==> src/rtl/ex_stage_pkg.sv <==
`default_nettype none
// ============================================================================
// Module   : ex_stage_pkg
// Purpose  : Bus widths, stall encodings, ID->EX bus layout and divider states
// Revision : 1.0
// ============================================================================
package ex_stage_pkg;

    localparam int ID_TO_EX_WD  = 159;
    localparam int EX_TO_MEM_WD = 76;
    localparam int EX_TO_ID_WD  = 38;
    localparam int STALL_WD     = 6;

    localparam logic STOP    = 1'b1;
    localparam logic NO_STOP = 1'b0;

    typedef logic [STALL_WD-1:0] stall_bus_t;

    typedef enum logic [1:0] {
        DIV_IDLE = 2'd0,
        DIV_RUN  = 2'd1,
        DIV_DONE = 2'd2
    } div_state_e;

    // Bit positions inside the one-hot alu_op field
    localparam int OP_ADD  = 11;
    localparam int OP_SUB  = 10;
    localparam int OP_SLT  = 9;
    localparam int OP_SLTU = 8;
    localparam int OP_AND  = 7;
    localparam int OP_NOR  = 6;
    localparam int OP_OR   = 5;
    localparam int OP_XOR  = 4;
    localparam int OP_SLL  = 3;
    localparam int OP_SRL  = 2;
    localparam int OP_SRA  = 1;
    localparam int OP_LUI  = 0;

    localparam logic [5:0] FUNCT_MFHI = 6'h10;
    localparam logic [5:0] FUNCT_MTHI = 6'h11;
    localparam logic [5:0] FUNCT_MFLO = 6'h12;
    localparam logic [5:0] FUNCT_MTLO = 6'h13;
    localparam logic [5:0] FUNCT_DIV  = 6'h1A;
    localparam logic [5:0] FUNCT_DIVU = 6'h1B;

    typedef struct packed {
        logic [31:0] pc;
        logic [31:0] inst;
        logic [11:0] alu_op;
        logic [2:0]  sel_alu_src1;
        logic [3:0]  sel_alu_src2;
        logic        data_ram_en;
        logic [3:0]  data_ram_wen;
        logic        rf_we;
        logic [4:0]  rf_waddr;
        logic        sel_rf_res;
        logic [31:0] rs_val;
        logic [31:0] rt_val;
    } id_to_ex_t;

    function automatic logic [31:0] sext16(input logic [15:0] v);
        return {{16{v[15]}}, v};
    endfunction

endpackage
`default_nettype wire

==> src/rtl/ex_stage_div.sv <==
`default_nettype none
// ============================================================================
// Module   : div_iter
// Purpose  : 32-step restoring divider with sign fixup and divide-by-zero path
// Revision : 1.0
// ============================================================================
module div_iter
    import ex_stage_pkg::*;
(
    input  logic        clk,
    input  logic        rst,
    input  logic        start,
    input  logic        signed_op,
    input  logic [31:0] a,
    input  logic [31:0] b,
    output logic        busy,
    output logic        done,
    output logic [31:0] quot,
    output logic [31:0] rem
);

    div_state_e  state_q, state_d;
    logic [4:0]  cnt_q, cnt_d;
    logic [63:0] acc_q, acc_d;   // {remainder, quotient}
    logic [31:0] dvs_q, dvs_d;
    logic        q_neg_q, q_neg_d;
    logic        r_neg_q, r_neg_d;
    logic        dz_q, dz_d;

    logic [32:0] cand;
    logic        ge;
    logic [31:0] sub;

    always_comb begin
        cand    = acc_q[63:31];
        ge      = (cand >= {1'b0, dvs_q});
        sub     = cand[31:0] - dvs_q;
        state_d = state_q;
        cnt_d   = cnt_q;
        acc_d   = acc_q;
        dvs_d   = dvs_q;
        q_neg_d = q_neg_q;
        r_neg_d = r_neg_q;
        dz_d    = dz_q;
        case (state_q)
            DIV_IDLE: begin
                if (start) begin
                    q_neg_d = signed_op & (a[31] ^ b[31]);
                    r_neg_d = signed_op & a[31];
                    cnt_d   = 5'd0;
                    if (b == 32'd0) begin
                        // Quotient all-ones and the raw dividend as remainder
                        dz_d    = 1'b1;
                        acc_d   = {a, 32'hFFFF_FFFF};
                        state_d = DIV_DONE;
                    end else begin
                        dz_d    = 1'b0;
                        acc_d   = {32'd0, (signed_op && a[31]) ? -a : a};
                        dvs_d   = (signed_op && b[31]) ? -b : b;
                        state_d = DIV_RUN;
                    end
                end
            end
            DIV_RUN: begin
                acc_d = {(ge ? sub : cand[31:0]), acc_q[30:0], ge};
                cnt_d = cnt_q + 5'd1;
                if (cnt_q == 5'd31) begin
                    state_d = DIV_DONE;
                end
            end
            DIV_DONE: state_d = DIV_IDLE;
            default:  state_d = DIV_IDLE;
        endcase
    end

    always_ff @(posedge clk or negedge rst) begin
        if (!rst) begin
            state_q <= DIV_IDLE;
            cnt_q   <= 5'd0;
            acc_q   <= 64'd0;
            dvs_q   <= 32'd0;
            q_neg_q <= 1'b0;
            r_neg_q <= 1'b0;
            dz_q    <= 1'b0;
        end else begin
            state_q <= state_d;
            cnt_q   <= cnt_d;
            acc_q   <= acc_d;
            dvs_q   <= dvs_d;
            q_neg_q <= q_neg_d;
            r_neg_q <= r_neg_d;
            dz_q    <= dz_d;
        end
    end

    assign busy = (state_q != DIV_IDLE);
    assign done = (state_q == DIV_DONE);
    assign quot = (!dz_q && q_neg_q) ? -acc_q[31:0]  : acc_q[31:0];
    assign rem  = (!dz_q && r_neg_q) ? -acc_q[63:32] : acc_q[63:32];

endmodule
`default_nettype wire

==> src/rtl/ex_stage.sv <==
`default_nettype none
// ============================================================================
// Module   : ex_stage
// Purpose  : MIPS execute stage: ALU, data-SRAM request, HI/LO and divider
// Revision : 1.0
// ============================================================================
module ex_stage
    import ex_stage_pkg::*;
(
    input  logic                    clk,
    input  logic                    rst,
    input  logic [STALL_WD-1:0]     stall,
    input  logic [ID_TO_EX_WD-1:0]  id_to_ex_bus,
    output logic [EX_TO_MEM_WD-1:0] ex_to_mem_bus,
    output logic [EX_TO_ID_WD-1:0]  ex_to_id_bus,
    output logic                    ex_is_load,
    output logic                    stallreq_for_ex,
    output logic                    data_sram_en,
    output logic [3:0]              data_sram_wen,
    output logic [31:0]             data_sram_addr,
    output logic [31:0]             data_sram_wdata
);

    id_to_ex_t   ex_q, ex_d;
    logic        load_new;
    logic [31:0] hi_q, hi_d, lo_q, lo_d;
    logic        div_done_q, div_done_d;

    logic [5:0]  funct;
    logic        op_special, is_div, is_divs, is_mfhi, is_mflo, is_mthi, is_mtlo;
    logic [31:0] src1, src2, imm_s, imm_z, alu_res, ex_result;
    logic        div_busy, div_fin;
    logic [31:0] div_quot, div_rem;
    logic        unused_bits;

    always_comb begin
        ex_d     = ex_q;
        load_new = 1'b0;
        if (stall[2] == STOP && stall[3] == NO_STOP) begin
            ex_d     = '0;
            load_new = 1'b1;
        end else if (stall[2] == NO_STOP) begin
            ex_d     = id_to_ex_bus;
            load_new = 1'b1;
        end
    end

    assign op_special = (ex_q.inst[31:26] == 6'd0);
    assign funct      = ex_q.inst[5:0];
    assign is_divs    = op_special && (funct == FUNCT_DIV);
    assign is_div     = is_divs || (op_special && (funct == FUNCT_DIVU));
    assign is_mfhi    = op_special && (funct == FUNCT_MFHI);
    assign is_mflo    = op_special && (funct == FUNCT_MFLO);
    assign is_mthi    = op_special && (funct == FUNCT_MTHI);
    assign is_mtlo    = op_special && (funct == FUNCT_MTLO);

    assign imm_s = sext16(ex_q.inst[15:0]);
    assign imm_z = {16'd0, ex_q.inst[15:0]};

    always_comb begin
        src1 = 32'd0;
        src2 = 32'd0;
        if (ex_q.sel_alu_src1[0]) src1 |= ex_q.rs_val;
        if (ex_q.sel_alu_src1[1]) src1 |= ex_q.pc;
        if (ex_q.sel_alu_src1[2]) src1 |= {27'd0, ex_q.inst[10:6]};
        if (ex_q.sel_alu_src2[0]) src2 |= ex_q.rt_val;
        if (ex_q.sel_alu_src2[1]) src2 |= imm_s;
        if (ex_q.sel_alu_src2[2]) src2 |= 32'd8;
        if (ex_q.sel_alu_src2[3]) src2 |= imm_z;
    end

    // Each one-hot op contributes its result; an empty alu_op yields zero
    always_comb begin
        alu_res = 32'd0;
        if (ex_q.alu_op[OP_ADD])  alu_res |= src1 + src2;
        if (ex_q.alu_op[OP_SUB])  alu_res |= src1 - src2;
        if (ex_q.alu_op[OP_SLT])  alu_res |= {31'd0, $signed(src1) < $signed(src2)};
        if (ex_q.alu_op[OP_SLTU]) alu_res |= {31'd0, src1 < src2};
        if (ex_q.alu_op[OP_AND])  alu_res |= src1 & src2;
        if (ex_q.alu_op[OP_NOR])  alu_res |= ~(src1 | src2);
        if (ex_q.alu_op[OP_OR])   alu_res |= src1 | src2;
        if (ex_q.alu_op[OP_XOR])  alu_res |= src1 ^ src2;
        if (ex_q.alu_op[OP_SLL])  alu_res |= src2 << src1[4:0];
        if (ex_q.alu_op[OP_SRL])  alu_res |= src2 >> src1[4:0];
        if (ex_q.alu_op[OP_SRA])  alu_res |= $unsigned($signed(src2) >>> src1[4:0]);
        if (ex_q.alu_op[OP_LUI])  alu_res |= {src2[15:0], 16'h0000};
    end

    assign ex_result = is_mfhi ? hi_q : (is_mflo ? lo_q : alu_res);

    div_iter u_div (
        .clk       (clk),
        .rst       (rst),
        .start     (is_div && !div_done_q),
        .signed_op (is_divs),
        .a         (ex_q.rs_val),
        .b         (ex_q.rt_val),
        .busy      (div_busy),
        .done      (div_fin),
        .quot      (div_quot),
        .rem       (div_rem)
    );

    always_comb begin
        hi_d       = hi_q;
        lo_d       = lo_q;
        div_done_d = div_done_q;
        if (div_fin) begin
            lo_d       = div_quot;
            hi_d       = div_rem;
            div_done_d = 1'b1;
        end else begin
            if (is_mthi) hi_d = ex_q.rs_val;
            if (is_mtlo) lo_d = ex_q.rs_val;
        end
        // A newly loaded instruction must be free to start its own divide
        if (load_new) div_done_d = 1'b0;
    end

    always_ff @(posedge clk or negedge rst) begin
        if (!rst) begin
            ex_q       <= '0;
            hi_q       <= 32'd0;
            lo_q       <= 32'd0;
            div_done_q <= 1'b0;
        end else begin
            ex_q       <= ex_d;
            hi_q       <= hi_d;
            lo_q       <= lo_d;
            div_done_q <= div_done_d;
        end
    end

    assign stallreq_for_ex = is_div && !div_done_q && !div_fin;

    assign data_sram_en    = ex_q.data_ram_en;
    assign data_sram_wen   = ex_q.data_ram_wen & {4{ex_q.data_ram_en}};
    assign data_sram_addr  = ex_result;
    assign data_sram_wdata = ex_q.rt_val;
    assign ex_is_load      = ex_q.data_ram_en && (data_sram_wen == 4'd0);

    assign ex_to_mem_bus = {ex_q.pc, ex_q.data_ram_en, ex_q.data_ram_wen, ex_is_load,
                            ex_q.rf_we, ex_q.rf_waddr, ex_result};
    assign ex_to_id_bus  = {ex_q.rf_we, ex_q.rf_waddr, ex_result};

    assign unused_bits = ^{ex_q.inst[25:16], ex_q.sel_rf_res, stall[5:4], stall[1:0], div_busy};

endmodule
`default_nettype wire

==> config.mk <==
export PLATFORM = sky130hd
export DESIGN_NAME = ex_stage
export DESIGN_NICKNAME = d
export VERILOG_FILES = /design/src/rtl/ex_stage_pkg.sv /design/src/rtl/ex_stage_div.sv /design/src/rtl/ex_stage.sv
export SDC_FILE = /design/constraint.sdc
export NUM_CORES = 2
export LEC_CHECK = 0
export ABC_AREA = 1
export CORE_MARGIN = 8
export CORE_UTILIZATION = 40
export CTS_CLUSTER_DIAMETER = 40
export DETAILED_ROUTE_END_ITERATION = 7
export PLACE_DENSITY = 0.71
export SKIP_LAST_GASP = 1
export SYNTH_ARGS = -nofsm -noshare
export SYNTH_HDL_FRONTEND = slang
export SYNTH_SLANG_ARGS = --single-unit
==> constraint.sdc <==
create_clock -name clk -period 5 [get_ports clk]
set_clock_uncertainty 0.2 [all_clocks]
set_input_delay 1 -clock clk [delete_from_list [all_inputs] [get_ports clk]]
set_output_delay 1 -clock clk [all_outputs]
set_load 0.03 [all_outputs]
==> impl_results.md <==
- Outcome: finished with violations
- Failing checks: DRC, setup timing
- Antenna violations before repair: 3
- Crit-path max cell delay: 0.44 ns
- Crit path buf inv count: 8
- CTS max path bufs: 3
- Iter 0 DRT Violations: 5202
- Leakage power figure: 0.0212 µW
- Netlist cell types: 66
- Crit path time final: 5.10 ns
- Fillcell total: 7611
- Post-synth EDFFs: 0
- Largest net degree at the start of global routing: 107
- ANT nets after route: 0
- First-pass GRT wire length: 239000 µm
- CP arrival: 3.90 ns
- CTS H-tree lvls: 2
- WL per Instance: 24.8 µm
- Hold Crit Class: input pin to async pin
- Area growth syn-to-layout: 39.6%
- Combinational Power Share: 55.0%
- GRT overflow: 0
- Placed insts: 6598
- TritonCTS Sinks: 319
- Clock transition at path regs: 0.06 ns
- Sequential fraction of the synthesis area: 25.4%
- Flop2flop setup slack: 1.49 ns
- Synth Flop Type: dfrtp_1
- Fmax: 0.196 GHz
- Non-Filler Instances: 6749
- WS Path Type: register to primary output
- DRC violations left: 2
- Worst-Margin Slew: 0.969 ns
- CTS Root Cell: clkbuf_16
- Data required time at the worst endpoint: 3.80 ns
- Port Buffers: 336
- Clock power frac: 25.2%
- R2R Path End: u_div.acc_q[47]
- Fin. Hold Viols: 0
- Critical path cell sequence: buf_6, nand2_1, nand3_1, buf_4, buf_4, nor2_1, buf_6, inv_1, nor3_1, nor3_1, o21ai_2, inv_1, nand2_2, o21ai_2, nand2_2, buf_12, buf_6
- FF-to-FF path depth: 12
- Setup Total Neg Slack: -0.332 ns
- Die H: 296 µm
- Total GRT Usage: 36.4%
- Slew margin rel.: 35.0%
- Yosys reg bits: 319
- Fin. max-slew vios: 0
- Final setup fails: 6
- PwrDens: 387 nW/µm²
- Via count: 38723
- Tcrit/Tclk final: 102%
- Final nets: 5955
- Die W: 296 µm
- TritonCTS clock tree: done
- Post-Synthesis Cells: 5051
- Io pins: 352
- Top Family by Delay on Critical Path: buffers and inverters
- Cell mode on critical path: buf_6
- Synthesized cell area: 31400 µm²
- Area share of the largest cell type after synthesis: 25.4%
- Share of async-settable or async-resettable flops after synthesis: 100%
- Synthesized area per cell: 6.22 µm²
- Largest area contributor in the netlist: dfrtp_1
- Synth Net Count: 5355
- CP endpoint kind: primary output
- RePlAce Congestion: 1.11
- Hold-fix buffer count after cts: 0
- First-pass DRT Iterations: 8
- Share of cells above drive strength 1: 24.7%
- Sw frac: 47.0%
- CORE AREA: 78400 µm²
- DIE AREA: 87800 µm²
- Psw: 7970 µW
- R2R Path Start: u_div.dvs_q[30]
- Initial core utilization: 40.1%
- Clk_lat worst skew: 0.65 ns
- Int Pwr: 8990 µW
- RSZ-0062 raised after global routing: yes
- FP Rows: 103
- Total routed wirelength: 167000 µm
- CP max FO: 27
- Num CTS Buffers: 57
- Setup WS post-layout: -0.100 ns
- Vias in the first global route: 36292
- Synth top area cells: dfrtp_1, nand2_1, nand3_1, inv_1, ha_1
- CP startpoint kind: register
- Synth Warn #: 0
- Max-cap viol count: 0
- CP max stage cell: dfrtp_2
- Sequential power share: 19.7%
- Post-DP HPWL: 132000 µm
- Vias per std cell: 5.74
- VDD IR-drop max: 0.271 mV
[registers in the layout, summed over array words and instances, names as in the netlist]
name / count
u_div.cnt_q: 5
u_div.dz_q: 1
lo_q: 32
u_div.acc_q: 64
ex_to_mem_bus: 36
u_div.dvs_q: 32
ex_q: 73
u_div.q_neg_q: 1
u_div.r_neg_q: 1
data_sram_wdata: 32
div_done_q: 1
u_div.state_q: 2
hi_q: 32
data_sram_en: 1
ex_to_id_bus: 6
[through the flow]
step           power (µW)  hold slack, ns  cell area (µm²)  setup slack [ns]  util [%]
2_1_floorplan        8400           0.252            31400             0.654         -
3_3_place_gp        11500           0.266            38100            -0.153      48.6
3_5_place_dp        11500           0.274            38100            -0.168      48.6
4_1_cts             16200           0.117            42000           -0.0467      53.6
5_1_grt             17800           0.167            43900            -0.147      56.0
6_report            17000           0.143            43900            -0.100      56.0
[layout by cell type, fill, tap and decap left out, types with 59 or more instances in the layout]
master / instances
clkdlybuf4s50_1: 238
a21oi_1: 181
nand3_1: 512
clkbuf_16: 59
dfrtp_1: 317
inv_2: 71
ha_1: 85
o21ai_0: 196
nand2_2: 132
buf_6: 117
buf_4: 521
nand2_1: 1168
xor2_1: 69
inv_1: 615
o22ai_1: 150
o21ai_1: 80
nor2_1: 341
nand4_1: 79
[worst max path at each step]
stage	to	slack [ns]	cells after the start	from
2_1_floorplan	ex_to_id_bus[25]	0.65	19	ex_q[81]
3_3_place_gp	ex_to_mem_bus[30]	-0.15	21	ex_q[81]
3_5_place_dp	ex_to_mem_bus[30]	-0.17	21	ex_q[81]
4_1_cts	ex_to_id_bus[14]	-0.05	23	ex_q[80]
5_1_grt	data_sram_addr[0]	-0.15	23	ex_q[80]
6_report	ex_to_id_bus[0]	-0.1	17	ex_q[80]
[synthesized netlist by cell type (all sizes together) (74+ instances only)]
cell type	instances
buf	237
a21oi	242
nand2	1355
nand4	81
nor3	74
inv	692
o22ai	177
nor2	423
ha	134
clkbuf	137
nand3	575
o21ai	307
dfrtp	319
[cells by family after synthesis]
kind of cell	share of synthesized area (%)
xor+xnor	2.45
buf+inv	15.0
fa+ha+maj	5.53
simple gates	34.9
flops	25.4
compound gates	16.7
[timing repair]
item	4_1_cts	5_1_grt
setup endpoints to repair	93	96
setup buffers	22	28
gates resized for setup	559	511
cloned	0	2
pin swaps	86	182
[routing by layer]
metal | track usage [%] | wire, µm
met1 | 46.7 | 64600
met2 | 54.6 | 70300
met3 | 8.34 | 18200
met4 | 24.0 | 14100
met5 | 0 | 15
[power by group through the flow]
stage | Clock, µW | Sequential, µW | Combinational, µW
2_1_floorplan | 0 | 3220 | 5170
3_3_place_gp | 0 | 3350 | 8140
3_5_place_dp | 0 | 3360 | 8160
4_1_cts | 4310 | 3320 | 8590
5_1_grt | 4420 | 3390 | 9970
6_report | 4280 | 3350 | 9340
[layout make-up]
class | instances | area (µm²) | area share, %
inverters | 696 | 2630 | 6.00
multi-input cells | 3662 | 21600 | 49.2
well taps | 1050 | 1310 | 2.99
flip-flops and latches | 319 | 7990 | 18.2
diodes | 2 | 5.00 | 0.0114
clock inverters | 39 | 609 | 1.39
clock buffers | 66 | 1500 | 3.42
repair buffers | 915 | 8230 | 18.8
(Power assumes the default switching activity.)
